$ cat src/rtl/mod7_frame_serializer.sv
// Serializes WIDTH-bit words LSB-first into a free-running serial mod-7 accumulator
// and reports each word's residue as the difference of the accumulator residues around the frame.
module mod7_frame_serializer #(
    parameter int WIDTH = 16
) (
    input  logic             clk,
    input  logic             rst_n,
    input  logic             in_valid,
    output logic             in_ready,
    input  logic [WIDTH-1:0] in_data,
    output logic             ser_data,
    input  logic [2:0]       resid_in,
    output logic             res_valid,
    output logic [2:0]       res_data,
    output logic             busy
);

    localparam int CW = (WIDTH > 1) ? $clog2(WIDTH) : 1;
    localparam logic [CW-1:0] LAST_BIT = CW'(WIDTH - 1);

    typedef enum logic [1:0] {
        S_IDLE,
        S_SHIFT,
        S_RESULT
    } state_t;

    state_t           r_state;
    logic [1:0]       r_phase;
    logic [WIDTH-1:0] r_shift;
    logic [CW-1:0]    r_cnt;
    logic [2:0]       r_start;
    logic             r_ser;
    logic             r_res_valid;
    logic [2:0]       r_res_data;

    logic             w_accept;
    logic [2:0]       w_resid;
    logic [3:0]       w_diff;
    logic [2:0]       w_word_res;

    // Accepting only on phase 2 makes bit i land on phase i mod 3, i.e. weight 2^i mod 7.
    assign in_ready   = (r_state == S_IDLE) && (r_phase == 2'd2);
    assign w_accept   = in_valid && in_ready;

    // An out-of-range residue of 7 is congruent to 0.
    assign w_resid    = (resid_in == 3'd7) ? 3'd0 : resid_in;
    assign w_diff     = {1'b0, w_resid} + 4'd7 - {1'b0, r_start};
    assign w_word_res = (w_diff >= 4'd7) ? 3'(w_diff - 4'd7) : w_diff[2:0];

    assign ser_data   = r_ser;
    assign res_valid  = r_res_valid;
    assign res_data   = r_res_data;
    assign busy       = (r_state != S_IDLE);

    // NOTE: all state uses non-blocking assignments so every read in this block sees pre-edge values.
    always_ff @(posedge clk or negedge rst_n) begin
        if (!rst_n) begin
            r_state     <= S_IDLE;
            r_phase     <= 2'd0;
            r_shift     <= '0;
            r_cnt       <= '0;
            r_start     <= 3'd0;
            r_ser       <= 1'b0;
            r_res_valid <= 1'b0;
            r_res_data  <= 3'd0;
        end else begin
            r_phase     <= (r_phase == 2'd2) ? 2'd0 : r_phase + 2'd1;
            r_res_valid <= 1'b0;
            unique case (r_state)
                S_IDLE: begin
                    if (w_accept) begin
                        r_ser   <= in_data[0];
                        r_shift <= in_data >> 1;
                        r_cnt   <= '0;
                        r_state <= S_SHIFT;
                    end
                end
                S_SHIFT: begin
                    if (r_cnt == '0) begin
                        r_start <= w_resid;
                    end
                    if (r_cnt == LAST_BIT) begin
                        r_ser   <= 1'b0;
                        r_state <= S_RESULT;
                    end else begin
                        r_ser   <= r_shift[0];
                        r_shift <= r_shift >> 1;
                        r_cnt   <= r_cnt + 1'b1;
                    end
                end
                S_RESULT: begin
                    r_res_data  <= w_word_res;
                    r_res_valid <= 1'b1;
                    r_state     <= S_IDLE;
                end
                default: r_state <= S_IDLE;
            endcase
        end
    end

endmodule

$ cat config.mk
export PLATFORM = sky130hd
export DESIGN_NAME = mod7_frame_serializer
export DESIGN_NICKNAME = d
export VERILOG_FILES = /design/src/rtl/mod7_frame_serializer.sv
export SDC_FILE = /design/constraint.sdc
export NUM_CORES = 1
export LEC_CHECK = 0
export CORE_MARGIN = 8
export CORE_UTILIZATION = 52
export CTS_CLUSTER_DIAMETER = 150
export DETAILED_ROUTE_END_ITERATION = 7
export PLACE_DENSITY_LB_ADDON = 0.12
export SLEW_MARGIN = 10
export SYNTH_ARGS = -nofsm -noshare
export SYNTH_HDL_FRONTEND = slang
export SYNTH_SLANG_ARGS = --single-unit
$ cat constraint.sdc
create_clock -name clk -period 2.3 [get_ports clk]
set_input_delay 0.575 -clock clk [delete_from_list [all_inputs] [get_ports clk]]
set_output_delay 0.575 -clock clk [all_outputs]
set_load 0.05 [all_outputs]
# --- Yosys cells after proc, flatten, opt, wreduce, memory -nomap -nowiden ---
# Index checks and enable logic that the tools add are counted.
op_classes:
  addsub: 5
  multipliers: 0
  div_mod_pow: 0
  order_cmp: 1
  eq_ne: 8
  shift: 0
  n_mux: 16
  bitwise: 0
  reduce_logical: 10
op_table:
  columns: ["cell", "count"]
  rows:
  - ["16-bit 2-to-1 mux", 2]
  - ["16-bit one-hot mux with 2 select lines", 1]
  - ["4-bit 2-to-1 mux", 2]
  - ["4-bit one-hot mux with 2 select lines", 1]
  - ["2-bit 2-to-1 mux", 3]
  - ["3-bit 2-to-1 mux", 2]
  - ["2-bit != test, second input constant", 3]
  - ["2-bit AND reduction", 3]
  - ["3-bit by 3-bit adder with 4-bit output, second input constant", 1]
  - ["4-bit by 1-bit adder with 4-bit output, second input constant", 1]
  - ["2-bit equality test, second input constant", 2]
  - ["4-bit equality test, second input constant", 1]
  - ["4-bit by 3-bit >= comparator with 1-bit output, second input constant", 1]
  - ["4-bit logical NOT", 1]
  - ["2-bit one-hot mux with 2 select lines", 1]
  - ["2-bit nonzero test", 2]
  - ["4-bit by 3-bit subtractor with 4-bit output", 1]
  - ["3-bit equality test, second input constant", 1]
  - ["1-bit 2-to-1 mux", 3]
  - ["3-bit AND reduction", 1]
  - ["3-bit subtractor, second input constant", 1]
  - ["2-bit by 1-bit adder with 2-bit output, second input constant", 1]
  - ["2-bit by 1-bit equality test with 1-bit output, second input constant", 1]
  - ["1-bit logical AND", 2]
  - ["other kinds (2)", 2]
totals:
  register_bits: 32
  latch_bits: 0
  ramBits: 0
  rom_bits: 0
  inputBits: 22
  out_inout_bits: 7
  word_cells: 48
  n_memories: 0

# --- Longest topological paths before layout ---
# Gate-level depths: netlist of the first run.
depth:
  depth_word: 6
  ltp_mapped: 7
  depth_no_buf: 7

# --- Worst setup path after synthesis of the first run ---
# Ideal clock, no wire load.
synth_timing:
  path_kind: "in2reg"
  startpoint: "in resid_in[0]"
  endpoint: "reg r_res_data[0], in the netlist res_data[0]"
  setup_ps: 125
  t_arrival_ps: 2235
  t_required_ps: 2175
  setup_slack_ps: -60
  stages: 7
  n_path_buf: 0
  path_cell_list: "a21boi_0 > ha_1 > fa_1 > ha_1 > a211oi_4 > xnor2_1 > mux2_4"
synth_via:
  elab_chain_cells: 6
  word_cells_on_any_way: 7
  cone_classes: "add/sub (3); order compare (1); eq/ne (1); mux (2)"
synth_lines:
  columns: ["element", "line_no", "source"]
  rows:
  - ["start: declaration", "12", "input logic [2:0] resid_in,"]
  - ["3-bit equality test", "46", "assign w_resid = (resid_in == 3'd7) ? 3'd0 : resid_in;"]
  - ["3-bit 2-to-1 mux (*)", "46", null]
  - ["3-bit by 3-bit adder with 4-bit output (*)", "47", "assign w_diff = {1'b0, w_resid} + 4'd7 - {1'b0, r_start};"]
  - ["4-bit by 3-bit subtractor with 4-bit output (*)", "47", null]
  - ["4-bit by 3-bit >= comparator with 1-bit output / 3-bit subtractor (equally long branches)", "48", "assign w_word_res = (w_diff >= 4'd7) ? 3'(w_diff - 4'd7) : w_diff[2:0];"]
  - ["3-bit 2-to-1 mux (*)", "48", null]
  - ["end signal: assignment", "92", "r_res_data <= w_word_res;"]
  - ["end: declaration", "34", "logic [2:0] r_res_data;"]
# Mark *: on every way between the ends. The rest lies on a longest branch, timed or not.
# A chain may end at the register's enable or synchronous reset.

# --- Final worst setup path of the first run ---
layout_timing:
  startpoint: "in resid_in[0]"
  endpoint: "reg r_res_data[0], in the netlist res_data[0]"
layout_via:
  elab_chain_cells: 6
  word_cells_on_any_way: 7
  cone_classes: "add/sub (3); order compare (1); eq/ne (1); mux (2)"
layout_lines:
  columns: ["element", "line_no", "source"]
  rows:
  - ["3-bit equality test", "46", null]
  - ["3-bit 2-to-1 mux (*)", "46", null]
  - ["via w_resid[0]", "37", "logic [2:0] w_resid;"]
  - ["3-bit by 3-bit adder with 4-bit output (*)", "47", null]
  - ["4-bit by 3-bit subtractor with 4-bit output (*)", "47", null]
  - ["4-bit by 3-bit >= comparator with 1-bit output / 3-bit subtractor (equally long branches)", "48", null]
  - ["3-bit 2-to-1 mux (*)", "48", null]
# Mark *: on every way through the listed nets, which the timed path passes. The rest lies on a longest branch.

==> metrics.md, run 1 <==
| Metric | Value |
|---|---|
| Hold_buf cts | 0 |
| Flop and latch count out of synthesis | 31 |
| Number of antenna violations at the first check in global routing | 0 |
| Remaining antenna violation count | 0 |
| Buffer cell driving the clock tree root | sky130_fd_sc_hd__clkbuf_4 |
| Avg WL per Cell | 14.9 microns |
| Clock Power Share | ~11% |
| Combinational Power Share | between 50% and 60% |
| Total number of vias | 1139 |
| Number of buffer cells added on primary ports | 28 |
| Final net count | just over 200 |
| Hold Crit Class | reg -> reg |
| Number of buffers between clock root and the deepest sink | 2 |
| Unrepaired setup endpoints after global routing | false |
| CTS buffer count | 5 |
| Post-detailed-placement half-perimeter wirelength | 2.30 mm |
| Syn. warnings | 0 |
| Crit-path max cell delay | between 0.4 and 0.5 ns |
| Clock insertion delay at the later pin of the skew report | between 0.3 and 0.4 ns |
| Top library cells by usage in the layout, fill and taps aside | 31 x sky130_fd_sc_hd__dfrtp_1, 23 x sky130_fd_sc_hd__clkdlybuf4s50_1, 16 x sky130_fd_sc_hd__mux2i_1, 14 x sky130_fd_sc_hd__nand2_1, 11 x sky130_fd_sc_hd__o21ai_1 |
| Family of cells with the greatest summed delay on the critical path | adder cells |
| Critical path, cell by cell | clkdlybuf4s15_2 -> a21boi_2 -> ha_2 -> fa_2 -> ha_4 -> a211oi_4 -> xnor2_1 -> mux2_4 |
| Iteration-0 DRC count of the detailed router | 42 |
| Clock sinks | 31 |
| Final Hold Vio Count | 0 |
| Number of enable-type register cells in the synthesized netlist | 0 |
| Worst slew margin | 66.7% |
| Main synth FF type | sky130_fd_sc_hd__dfrtp_1 |
| CTS H-tree depth | 2 |
| Cell count after synthesis | 139 |
| Run status | finished clean |
| Synth-to-layout area growth | 25.3% |
| Netlist cell types | 37 |
| Die Footprint | around 5100 sq um |
| Worst Setup Start Kind | input port |
| Std cell rows | 20 |
| Portion of synthesized cell area occupied by the leading cell type | 48.1% |
| Synth async-reset ratio | 100% |
| Count of filler cells inserted in the layout | between 200 and 250 |
| Net switching power | 0.00110 W |
| Critical-path cell with the highest stage delay | sky130_fd_sc_hd__fa_2 |
| Maximum number of pins on one net before global-route repair | 32 |
| Least setup slack across all paths after layout | 0.0765 ns |
| IO Count | 29 |
| Sort of element at the end of the critical path | flop |
| Arrival time of data at the critical path endpoint | 2.44 ns |
| Number of slew-limit violations in the final report | 0 |
| Overall power consumption | 0.00264 W |
| Top post-synthesis cells by area | sky130_fd_sc_hd__dfrtp_1 48%, sky130_fd_sc_hd__mux2i_1 9.9%, sky130_fd_sc_hd__ha_1 4.7% |
| Detailed Route WL | 3.13 mm |
| Global-route congestion overflow total | 0 |
| Overall fraction of global-route tracks in use | 13.2% |
| Cell total after placement | 200 |
| DRC errors left | 0 |
| Reg power frac | between 30% and 40% |
| Leakage power | 0.941 nW |
| Number of max-capacitance violations reported | 0 |
| Core footprint | 3000 sq um |
| Crit Path Max Fanout | 2 |
| Share of the cycle needed by the critical path after routing | 96.7% |
| Worst setup path class | in -> reg |
| Switching share of power | 41.7% |
| Clk slew on worst S/H paths | 0.10 ns |
| First drt pass iteration count | 4 |
| Pre-CTS WS | -0.624 ns |
| Internal power of the cells | between 0.0015 and 0.002 W |
| Most common cell after layout, fill and taps aside | sky130_fd_sc_hd__dfrtp_1 |
| Post-Syn Nets | 168 |
| Highest clock rate | around 450 MHz |
| Layout Cells excl Fill | 210 |
| Die outline width | slightly above 70 microns |
| Post-route worst hold slack | 0.462 ns |
| Power per cell area | around 1300 nW/um^2 |
| Finished Cell Area | 2020 sq um |
| Clock tree from TritonCTS | yes |
| Synth area leader | sky130_fd_sc_hd__dfrtp_1 |
| Antenna diodes | 0 |
| Buffer and inverter count on the worst path | 1 |
| Fraction of final layout cells with drive strength greater than 1 | 24.3% |
| Worst slew pin tran | 0.498 ns |
| Via-per-instance ratio | 5.42 |
| Number of setup violations in the final report | 0 |
| Clock period minus final worst setup slack | 2.22 ns |
| Die Span Y | about 72 microns |
| Mapped Area | approximately 1600 sq um |
| Post-DP Area | 1950 sq um |
| Initial standard-cell utilization of the core | between 50% and 60% |
| Average size of a mapped cell | 11.6 sq um |
| Vias in the first global route | 1208 |
| Gp weighted congestion | 0.842 |
| IR drop worst, VDD | 582 uV |
| Wire length of the first global-routing pass | 5.35 mm |
| Required @ worst endpoint | 2.52 ns |
| Worst Clk Skew | 0.00779 ns |
| Sequential cell area fraction in the yosys report | between 40 and 50% |
[metal layers]
metal  part of all wire, %  vias to the layer above  GRT usage [%]
met3                   4.6                        5           4.46
li1                      -                      553              -
met5                     0                        -              0
met1                    42                      559           13.7
met4                   1.7                        0           6.58
met2                    52                       22           23.1
[synthesized netlist by cell type (all sizes together) (3+ instances only)]
| master | n |
|---|---|
| nand2 | 14 |
| nor2 | 6 |
| nand3 | 6 |
| ha | 6 |
| mux2 | 5 |
| a21boi | 3 |
| nor2b | 3 |
| mux2i | 16 |
| o21ai | 19 |
| inv | 6 |
| buf | 5 |
| dfrtp | 31 |
[state kept, by name (all words and copies together), names as in the netlist]
register,flops
r_state,2
r_phase,2
r_start,3
res_data,3
r_shift,15
res_valid,1
ser_data,1
r_cnt,4
[final timing paths]
path	start	depth (start not counted)	to	slack [ns]
max in group asynchronous	rst_n	2	r_shift[6]$_DFFE_PN0P_	1.37
min in group asynchronous	rst_n	2	r_cnt[3]$_DFFE_PN0P_	0.64
hold / removal	r_phase[1]$_DFF_PN0_	1	r_phase[1]$_DFF_PN0_	0.46
setup reg to reg	r_start[0]$_DFFE_PN0P_	7	res_data[0]$_DFFE_PN0P_	0.25
setup / recovery	resid_in[0]	8	res_data[0]$_DFFE_PN0P_	0.08
hold reg to reg	r_phase[1]$_DFF_PN0_	1	r_phase[1]$_DFF_PN0_	0.46
[layout make-up]
cell class	instances	area (sq um)	share of cell area, %
Multi-Input combinational cell	96	793	39.2
Sequential cell	31	776	38.3
Clock buffer	7	45.0	2.23
Tap cell	33	41.3	2.04
Clock inverter	1	5.00	0.247
Inverter	6	22.5	1.11
Timing Repair Buffer	36	340	16.8
[logic make-up after synthesis]
logic type,count (synthesis),synth area share (%)
and+or+nand+nor,35,12.5
xor gates and xnor gates,4,2.17
DFF,31,48.1
buffers and inverters,12,4.34
adders and majority gates,7,5.89
AOI/OAI and AO/OA,29,12.7
muxes,21,14.3
[power by group through the flow]
stage / sequential [W] / combinational (W) / clock (W)
after floorplan: 0.000995 / 0.00102 / 0
after global placement: 0.000911 / 0.00133 / 0
after detailed placement: 0.000925 / 0.00139 / 0
after CTS: 0.000914 / 0.00144 / 0.000311
after global routing: 0.000942 / 0.00158 / 0.000324
final: 0.000913 / 0.00143 / 0.000300
[repair_timing]
item | CTS | global route
buffers inserted | 1 | 1
pin swaps | 5 | 6
endpoints found under the setup margin | 4 | 3
gates resized for setup | 8 | 6
[stage by stage]
step	TNS (ns)	utilization [%]
after floorplan	0	-
after global placement	-1.28	64.9
after detailed placement	-1.59	64.9
after CTS	-0.00277	67.2
after global routing	0	67.4
final	0	67.4
Power figures use the tool's default switching activity.
==> inputs of run 2 (changes only) <==
Settings changed: CORE_ASPECT_RATIO from default to 1.1.
==> metrics.md, run 2 (synthesis gave the netlist of run 1 again) <==
| Metric | Value |
|---|---|
| Run status | finished clean (unchanged) |
| Number of antenna violations at the first check in global routing | 0 (unchanged) |
| R2R Path Start | r_start[0]$_DFFE_PN0P_ (unchanged) |
| Total number of vias | 1146 (was 1139) |
| Detailed Route WL | 3.18 mm (was 3.13 mm) |
| Initial standard-cell utilization of the core | 53.9% (was 53.8%) |
| Overall fraction of global-route tracks in use | 13.0% (was 13.2%) |
| Number of slew-limit violations in the final report | 0 (unchanged) |
| Clock tree from TritonCTS | yes (unchanged) |
| Clock sinks | 31 (unchanged) |
| Via-per-instance ratio | 5.36 (was 5.42) |
| Avg WL per Cell | 14.9 microns (about the same) |
| Buffer and inverter count on the worst path | 1 (unchanged) |
| Critical path, cell by cell | clkdlybuf4s15_1 -> a21boi_2 -> ha_2 -> fa_2 -> ha_4 -> a211oi_4 -> xnor2_1 -> mux2_4 (was clkdlybuf4s15_2 -> a21boi_2 -> ha_2 -> fa_2 -> ha_4 -> a211oi_4 -> xnor2_1 -> mux2_4) |
| Power per cell area | 1360 nW/um^2 (was 1300 nW/um^2) |
| Post-Route Utilization | 69.7% (was 67.4%) |
| Sort of element at the end of the critical path | flop (unchanged) |
| Share of the cycle needed by the critical path after routing | 98.2% (was 96.7%) |
| Worst setup path class | in -> reg (unchanged) |
| Wire length of the first global-routing pass | 5.35 mm (unchanged) |
| Global-route congestion overflow total | 0 (unchanged) |
| Gp weighted congestion | 0.856 (was 0.842) |
| Critical-path cell with the highest stage delay | sky130_fd_sc_hd__fa_2 (unchanged) |
| Core footprint | 3000 sq um (about the same) |
| Buffer cell driving the clock tree root | sky130_fd_sc_hd__clkbuf_4 (unchanged) |
| Max reg flops | 15 (unchanged) |
| Registers with the highest flip-flop counts | r_shift: 15 flops, r_cnt: 4 flops (unchanged) |
| Iteration-0 DRC count of the detailed router | 45 (was 42) |
| CTS buffer count | 5 (unchanged) |
| Reg2Reg Capture Point | res_data[0]$_DFFE_PN0P_ (unchanged) |
| Vias in the first global route | 1214 (was 1208) |
| Number of max-capacitance violations reported | 0 (unchanged) |
| Crit Path Max Fanout | 3 (was 2) |
| Hold_buf cts | 0 (unchanged) |
| Crit-path max cell delay | 0.48 ns (was 0.47 ns) |
| Launch point of the worst hold path | r_phase[1]$_DFF_PN0_ (unchanged) |
| Number of setup violations in the final report | 0 (unchanged) |
| Std cell rows | 21 (was 20) |
| First drt pass iteration count | 4 (unchanged) |
| Final net count | 208 (was 205) |
| Clock period minus final worst setup slack | 2.26 ns (was 2.22 ns) |
| Post-detailed-placement half-perimeter wirelength | 2.39 mm (was 2.30 mm) |
| Leakage power | 0.974 nW (was 0.941 nW) |
| Worst Clk Skew | 0.0111 ns (was 0.00779 ns) |
| Family of cells with the greatest summed delay on the critical path | adder cells (unchanged) |
| Length in cells of the worst reg-to-reg path | 7 (unchanged) |
| Required @ worst endpoint | 2.53 ns (was 2.52 ns) |
| Most common cell after layout, fill and taps aside | sky130_fd_sc_hd__dfrtp_1 (unchanged) |
| Fraction of final layout cells with drive strength greater than 1 | 25.6% (was 24.3%) |
| Number of buffer cells added on primary ports | 28 (unchanged) |
| Arrival time of data at the critical path endpoint | 2.49 ns (was 2.44 ns) |
| DRC errors left | 0 (unchanged) |
| Synth-to-layout area growth | 29.3% (was 25.3%) |
| Top library cells by usage in the layout, fill and taps aside | 31 x sky130_fd_sc_hd__dfrtp_1, 23 x sky130_fd_sc_hd__clkdlybuf4s50_1, 16 x sky130_fd_sc_hd__mux2i_1, 14 x sky130_fd_sc_hd__nand2_1 (was 31 x sky130_fd_sc_hd__dfrtp_1, 23 x sky130_fd_sc_hd__clkdlybuf4s50_1, 16 x sky130_fd_sc_hd__mux2i_1, 14 x sky130_fd_sc_hd__nand2_1, 11 x sky130_fd_sc_hd__o21ai_1) |
| Worst slew pin tran | 0.500 ns (was 0.498 ns) |
| CTS H-tree depth | 2 (unchanged) |
| Hold Path End | r_phase[1]$_DFF_PN0_ (unchanged) |
| Remaining antenna violation count | 0 (unchanged) |
| IO Count | 29 (unchanged) |
| Die Span Y | 74.4 microns (was 71.7 microns) |
| Number of buffers between clock root and the deepest sink | 2 (unchanged) |
| Die Footprint | 5140 sq um (about the same) |
| Worst slew margin | 66.6% (was 66.7%) |
| Clock insertion delay at the later pin of the skew report | 0.33 ns (was 0.32 ns) |
| IR drop worst, VDD | 884 uV (was 582 uV) |
| Maximum number of pins on one net before global-route repair | 32 (unchanged) |
| Highest clock rate | 443 MHz (was 450 MHz) |
| Hold Crit Class | reg -> reg (unchanged) |
| Cell total after placement | 202 (was 200) |
| Worst Setup Start Kind | input port (unchanged) |
| Antenna diodes | 0 (unchanged) |
| Layout Cells excl Fill | 214 (was 210) |
| Worst Hold Depth | 1 (unchanged) |
| Die outline width | 69.1 microns (was 71.7 microns) |
| Top reg by flops | r_shift (unchanged) |
| Final Hold Vio Count | 0 (unchanged) |
| Clk slew on worst S/H paths | 0.10 ns (about the same) |
| Register-to-register path setup slack | 0.24 ns (was 0.25 ns) |
[run 2: cell count changes in the layout (fill, tap and decap cells not counted), sizes merged]
cell / previous run / this run
buf: 9 / 12
bufinv: 0 / 1
clkdlybuf4s15: 1 / 2
clkbuf: 9 / 7
[run 2: power breakdown]
group	switching [W]	internal [W]
logic	0.000783	0.000691
clock network	0.000191	0.000257
registers	0.000146	0.000770
[run 2: layer usage]
metal	global-route usage, %	share of wire (%)	vias up
li1	-	-	560
met3	5.20	5.1	8
met1	12.6	41	553
met5	0	0	-
met4	7.29	2.3	0
met2	23.5	51	25
[run 2: area by class of cell]
class                   count  area [sq um]
clock buffers               6          51.3
clock inverters             2          35.0
fillers                   233           908
inverters                   6          22.5
multi-input cells          96           793
flip-flops and latches     31           776
well taps                  34          42.5
repair buffers             39           367
[run 2: worst register-to-register path, stage by stage, from the launching register on]
cell	delay, ns
sky130_fd_sc_hd__dfrtp_1	0.40
sky130_fd_sc_hd__inv_1	0.07
sky130_fd_sc_hd__ha_2	0.19
sky130_fd_sc_hd__fa_2	0.48
sky130_fd_sc_hd__ha_4	0.21
sky130_fd_sc_hd__a211oi_4	0.25
sky130_fd_sc_hd__xnor2_1	0.11
sky130_fd_sc_hd__mux2_4	0.26
[run 2: worst max-delay path by stage]
stage | from | end | slack [ns] | cells after the start
after global placement | resid_in[0] | res_data[0]$_DFFE_PN0P_ | -0.54 | 8
after global routing | resid_in[2] | res_data[0]$_DFFE_PN0P_ | -0.004 | 8
after detailed placement | resid_in[0] | res_data[0]$_DFFE_PN0P_ | -0.67 | 8
after CTS | resid_in[0] | res_data[0]$_DFFE_PN0P_ | -0.004 | 8
after floorplan | resid_in[0] | res_data[0]$_DFFE_PN0P_ | 0.02 | 7
final | resid_in[2] | res_data[0]$_DFFE_PN0P_ | 0.04 | 8
[run 2: what timing repair did]
| action | in CTS | in global routing |
|---|---|---|
| pin swaps | 5 | 6 |
| gates resized for setup | 8 | 4 |
| setup endpoints to repair | 4 | 3 |
| setup buffers | 2 | 2 |
[run 2: through the flow]
stage / power, W / setup TNS (ns) / worst slack, ns / area, sq um / hold WS, ns
4_1_cts: 0.00284 / -0.00402 / -0.00402 / 2070 / 0.469
3_5_place_dp: 0.00234 / -1.77 / -0.675 / 1960 / 0.455
6_report: 0.00284 / 0 / 0.0419 / 2090 / 0.464
3_3_place_gp: 0.00225 / -1.39 / -0.544 / 1960 / 0.446
5_1_grt: 0.00302 / -0.00441 / -0.00441 / 2090 / 0.482
2_1_floorplan: 0.00202 / 0 / 0.0208 / 1620 / 0.279
==> inputs of run 3 (changes only) <==
Settings changed: CORE_UTILIZATION 52 to 62, DONT_BUFFER_PORTS from default to 1, HOLD_SLACK_MARGIN from default to 0.15.
==> metrics.md, run 3 (synthesis gave the netlist of run 1 again) <==
| Metric | Value |
|---|---|
| Run status | finished clean (unchanged) |
| CP most frequent cell | sky130_fd_sc_hd__ha_2 |
| Count of filler cells inserted in the layout | 187 (was 233) |
| IR drop worst, VDD | 950 uV (was 884 uV) |
| Number of setup violations in the final report | 0 (unchanged) |
| Worst slew margin | 67.7% (was 66.6%) |
| Most common cell after layout, fill and taps aside | sky130_fd_sc_hd__dfrtp_1 (unchanged) |
| Synth-to-layout area growth | 8.22% (was 29.3%) |
| Top library cells by usage in the layout, fill and taps aside | 31 x sky130_fd_sc_hd__dfrtp_1, 16 x sky130_fd_sc_hd__mux2i_1, 14 x sky130_fd_sc_hd__nand2_1, 11 x sky130_fd_sc_hd__o21ai_1 (was 31 x sky130_fd_sc_hd__dfrtp_1, 23 x sky130_fd_sc_hd__clkdlybuf4s50_1, 16 x sky130_fd_sc_hd__mux2i_1, 14 x sky130_fd_sc_hd__nand2_1) |
| Std cell rows | 19 (was 21) |
| Fraction of final layout cells with drive strength greater than 1 | 23.6% (was 25.6%) |
| Reg power frac | 40.6% (was 32.3%) |
| Critical path, cell by cell | a21boi_1 -> ha_2 -> fa_1 -> ha_2 -> a211oi_4 -> xnor2_1 -> mux2_4 (was clkdlybuf4s15_1 -> a21boi_2 -> ha_2 -> fa_2 -> ha_4 -> a211oi_4 -> xnor2_1 -> mux2_4) |
| Clk slew on worst S/H paths | 0.09 ns (was 0.10 ns) |
| Initial standard-cell utilization of the core | 64.7% (was 53.9%) |
| IO Count | 29 (unchanged) |
| Core footprint | 2500 sq um (was 3000 sq um) |
| Hold Path End | r_shift[14]$_DFFE_PN0P_ (was r_phase[1]$_DFF_PN0_) |
| Pre-CTS WS | -0.150 ns (was -0.675 ns) |
| Reg2Reg Capture Point | res_data[0]$_DFFE_PN0P_ (unchanged) |
| Worst Hold Depth | 1 (unchanged) |
| Switching share of power | 41.4% (was 39.5%) |
| Global-route congestion overflow total | 0 (unchanged) |
| Multi-input logic area | 773 sq um (was 793 sq um) |
| Crit Path Max Fanout | 3 (unchanged) |
| Worst setup path class | in -> reg (unchanged) |
| Worst slew pin tran | 0.484 ns (was 0.500 ns) |
| Worst Setup Start Kind | input port (unchanged) |
| Overall fraction of global-route tracks in use | 14.5% (was 13.0%) |
| Number of slew-limit violations in the final report | 0 (unchanged) |
| Clock period minus final worst setup slack | 2.10 ns (was 2.26 ns) |
| Avg WL per Cell | 15.8 microns (was 14.9 microns) |
| Internal power of the cells | 0.00148 W (was 0.00172 W) |
| Power per cell area | 1450 nW/um^2 (was 1360 nW/um^2) |
| Number of max-capacitance violations reported | 0 (unchanged) |
| Cell total after placement | 169 (was 202) |
| Max reg flops | 15 (unchanged) |
| R2R Path Start | r_start[0]$_DFFE_PN0P_ (unchanged) |
| Remaining antenna violation count | 0 (unchanged) |
| Post-cts gate resize count | 0 (was 8) |
| Die Span Y | 69.5 microns (was 74.4 microns) |
| Registers with the highest flip-flop counts | r_shift: 15 flops, r_cnt: 4 flops (unchanged) |
| Total number of vias | 1001 (was 1146) |
| Layout Cells excl Fill | 179 (was 214) |
| Net switching power | 0.00105 W (was 0.00112 W) |
| Arrival time of data at the critical path endpoint | 2.31 ns (was 2.49 ns) |
| Least setup slack across all paths after layout | 0.205 ns (was 0.0419 ns) |
| Highest clock rate | 477 MHz (was 443 MHz) |
| Hold Crit Class | in -> reg (was reg -> reg) |
| Buffer cell driving the clock tree root | sky130_fd_sc_hd__clkbuf_4 (unchanged) |
| Clock sinks | 31 (unchanged) |
| Clock insertion delay at the later pin of the skew report | 0.32 ns (was 0.33 ns) |
| Die outline width | 64.7 microns (was 69.1 microns) |
| Sort of element at the end of the critical path | flop (unchanged) |
| Critical-path cell with the highest stage delay | sky130_fd_sc_hd__fa_1 (was sky130_fd_sc_hd__fa_2) |
| Worst Clk Skew | 0.00582 ns (was 0.0111 ns) |
| Gp weighted congestion | 0.825 (was 0.856) |
| Crit-path max cell delay | 0.44 ns (was 0.48 ns) |
| Final Hold Vio Count | 0 (unchanged) |
| Launch point of the worst hold path | in_data[15] (was r_phase[1]$_DFF_PN0_) |
| Number of buffers inserted to repair setup after CTS | 0 (was 2) |
| Antenna diodes | 0 (unchanged) |
| Iteration-0 DRC count of the detailed router | 31 (was 45) |
| Detailed Route WL | 2.84 mm (was 3.18 mm) |
| Final net count | 176 (was 208) |
| Number of antenna violations at the first check in global routing | 0 (unchanged) |
| Top reg by flops | r_shift (unchanged) |
| Vias in the first global route | 1141 (was 1214) |
| Number of buffer cells added on primary ports | 0 (was 28) |
| Register area | 776 sq um (unchanged) |
| Clock Power Share | 13.9% (was 15.8%) |
| Post-detailed-placement half-perimeter wirelength | 2.14 mm (was 2.39 mm) |
| Leakage power | 0.832 nW (was 0.974 nW) |
| CTS H-tree depth | 2 (unchanged) |
| DRC errors left | 0 (unchanged) |
| Unrepaired setup endpoints after global routing | false |
| Die Footprint | 4490 sq um (was 5140 sq um) |
| Via-per-instance ratio | 5.59 (was 5.36) |
| Wire length of the first global-routing pass | 5.18 mm (was 5.35 mm) |
| Combinational Power Share | 45.5% (was 52.0%) |
| First drt pass iteration count | 4 (unchanged) |
| Maximum number of pins on one net before global-route repair | 32 (unchanged) |
| Length in cells of the worst reg-to-reg path | 7 (unchanged) |
| Share of the cycle needed by the critical path after routing | 91.1% (was 98.2%) |
| CTS buffer count | 5 (unchanged) |
| Required @ worst endpoint | 2.52 ns (was 2.53 ns) |
| Register-to-register path setup slack | 0.29 ns (was 0.24 ns) |
| Clock tree from TritonCTS | yes (unchanged) |
| Number of buffers between clock root and the deepest sink | 2 (unchanged) |
-- run 3: cell count changes in the layout (fill, tap and decap cells not counted), moves of 2 or more --
cell                              change
sky130_fd_sc_hd__buf_4                -6
sky130_fd_sc_hd__a21boi_1             +2
sky130_fd_sc_hd__clkdlybuf4s50_1     -23
sky130_fd_sc_hd__clkdlybuf4s15_1      -2
sky130_fd_sc_hd__a21boi_2             -2
-- run 3: worst max-delay path by stage --
| stage | startpoint | end | slack (ns) | cells after the start |
|---|---|---|---|---|
| 3_3_place_gp | resid_in[0] | res_data[0]$_DFFE_PN0P_ | -0.001 | 7 |
| 3_5_place_dp | resid_in[0] | res_data[0]$_DFFE_PN0P_ | -0.15 | 7 |
| 6_report | resid_in[0] | res_data[0]$_DFFE_PN0P_ | 0.20 | 7 |
| 2_1_floorplan | resid_in[0] | res_data[0]$_DFFE_PN0P_ | 0.02 | 7 |
| 4_1_cts | resid_in[0] | res_data[0]$_DFFE_PN0P_ | 0.20 | 7 |
| 5_1_grt | resid_in[0] | res_data[0]$_DFFE_PN0P_ | 0.13 | 7 |
-- run 3: power groups by stage --
| stage | Clock (W) | Combinational, W | Sequential (W) |
|---|---|---|---|
| final | 0.000352 | 0.00115 | 0.00103 |
| after global routing | 0.000389 | 0.00130 | 0.00106 |
| after CTS | 0.000364 | 0.00117 | 0.00103 |
| after detailed placement | 0 | 0.00115 | 0.00104 |
| after global placement | 0 | 0.00108 | 0.00103 |
| after floorplan | 0 | 0.00102 | 0.000995 |
-- run 3: critical path, delay by kind of cell --
kind | cells | cell delay, ns
AOI/OAI and AO/OA | 2 | 0.48
xor gates and xnor gates | 1 | 0.09
adders and majority gates | 3 | 0.91
muxes | 1 | 0.26
-- run 3: metal layers --
| metal | vias up | part of all wire, % | GRT usage (%) | wire, microns |
|---|---|---|---|---|
| li1 | 498 | - | - | - |
| met1 | 472 | 42 | 16.7 | 1190 |
| met2 | 26 | 50 | 22.5 | 1410 |
| met3 | 5 | 6.6 | 5.49 | 186 |
| met4 | 0 | 1.6 | 7.77 | 45 |
| met5 | - | 0 | 0 | 0 |
-- run 3: final cells by class --
type	count	area share, %
clock buffers	8	3.94
inverters	6	1.29
multi-input cells	96	44.3
flip-flops and latches	31	44.4
well taps	31	2.22
repair buffers	7	3.87
-- run 3: metrics by stage --
| step | instance area, sq um | util [%] | TNS (ns) | power, W | hold slack, ns |
|---|---|---|---|---|---|
| floorplan | 1620 | - | 0 | 0.00202 | 0.279 |
| detailed placement | 1650 | 66.0 | -0.260 | 0.00218 | 0.280 |
| global route | 1750 | 70.0 | 0 | 0.00275 | 0.385 |
| global placement | 1650 | 66.0 | -0.00105 | 0.00211 | 0.280 |
| CTS | 1750 | 70.0 | 0 | 0.00256 | 0.375 |
| finish | 1750 | 70.0 | 0 | 0.00253 | 0.389 |
-- run 3: timing repair --
item                       in CTS  in global routing
setup endpoints to repair       0                  0
hold endpoints to repair       31                  0
hold buffers                    2                  0
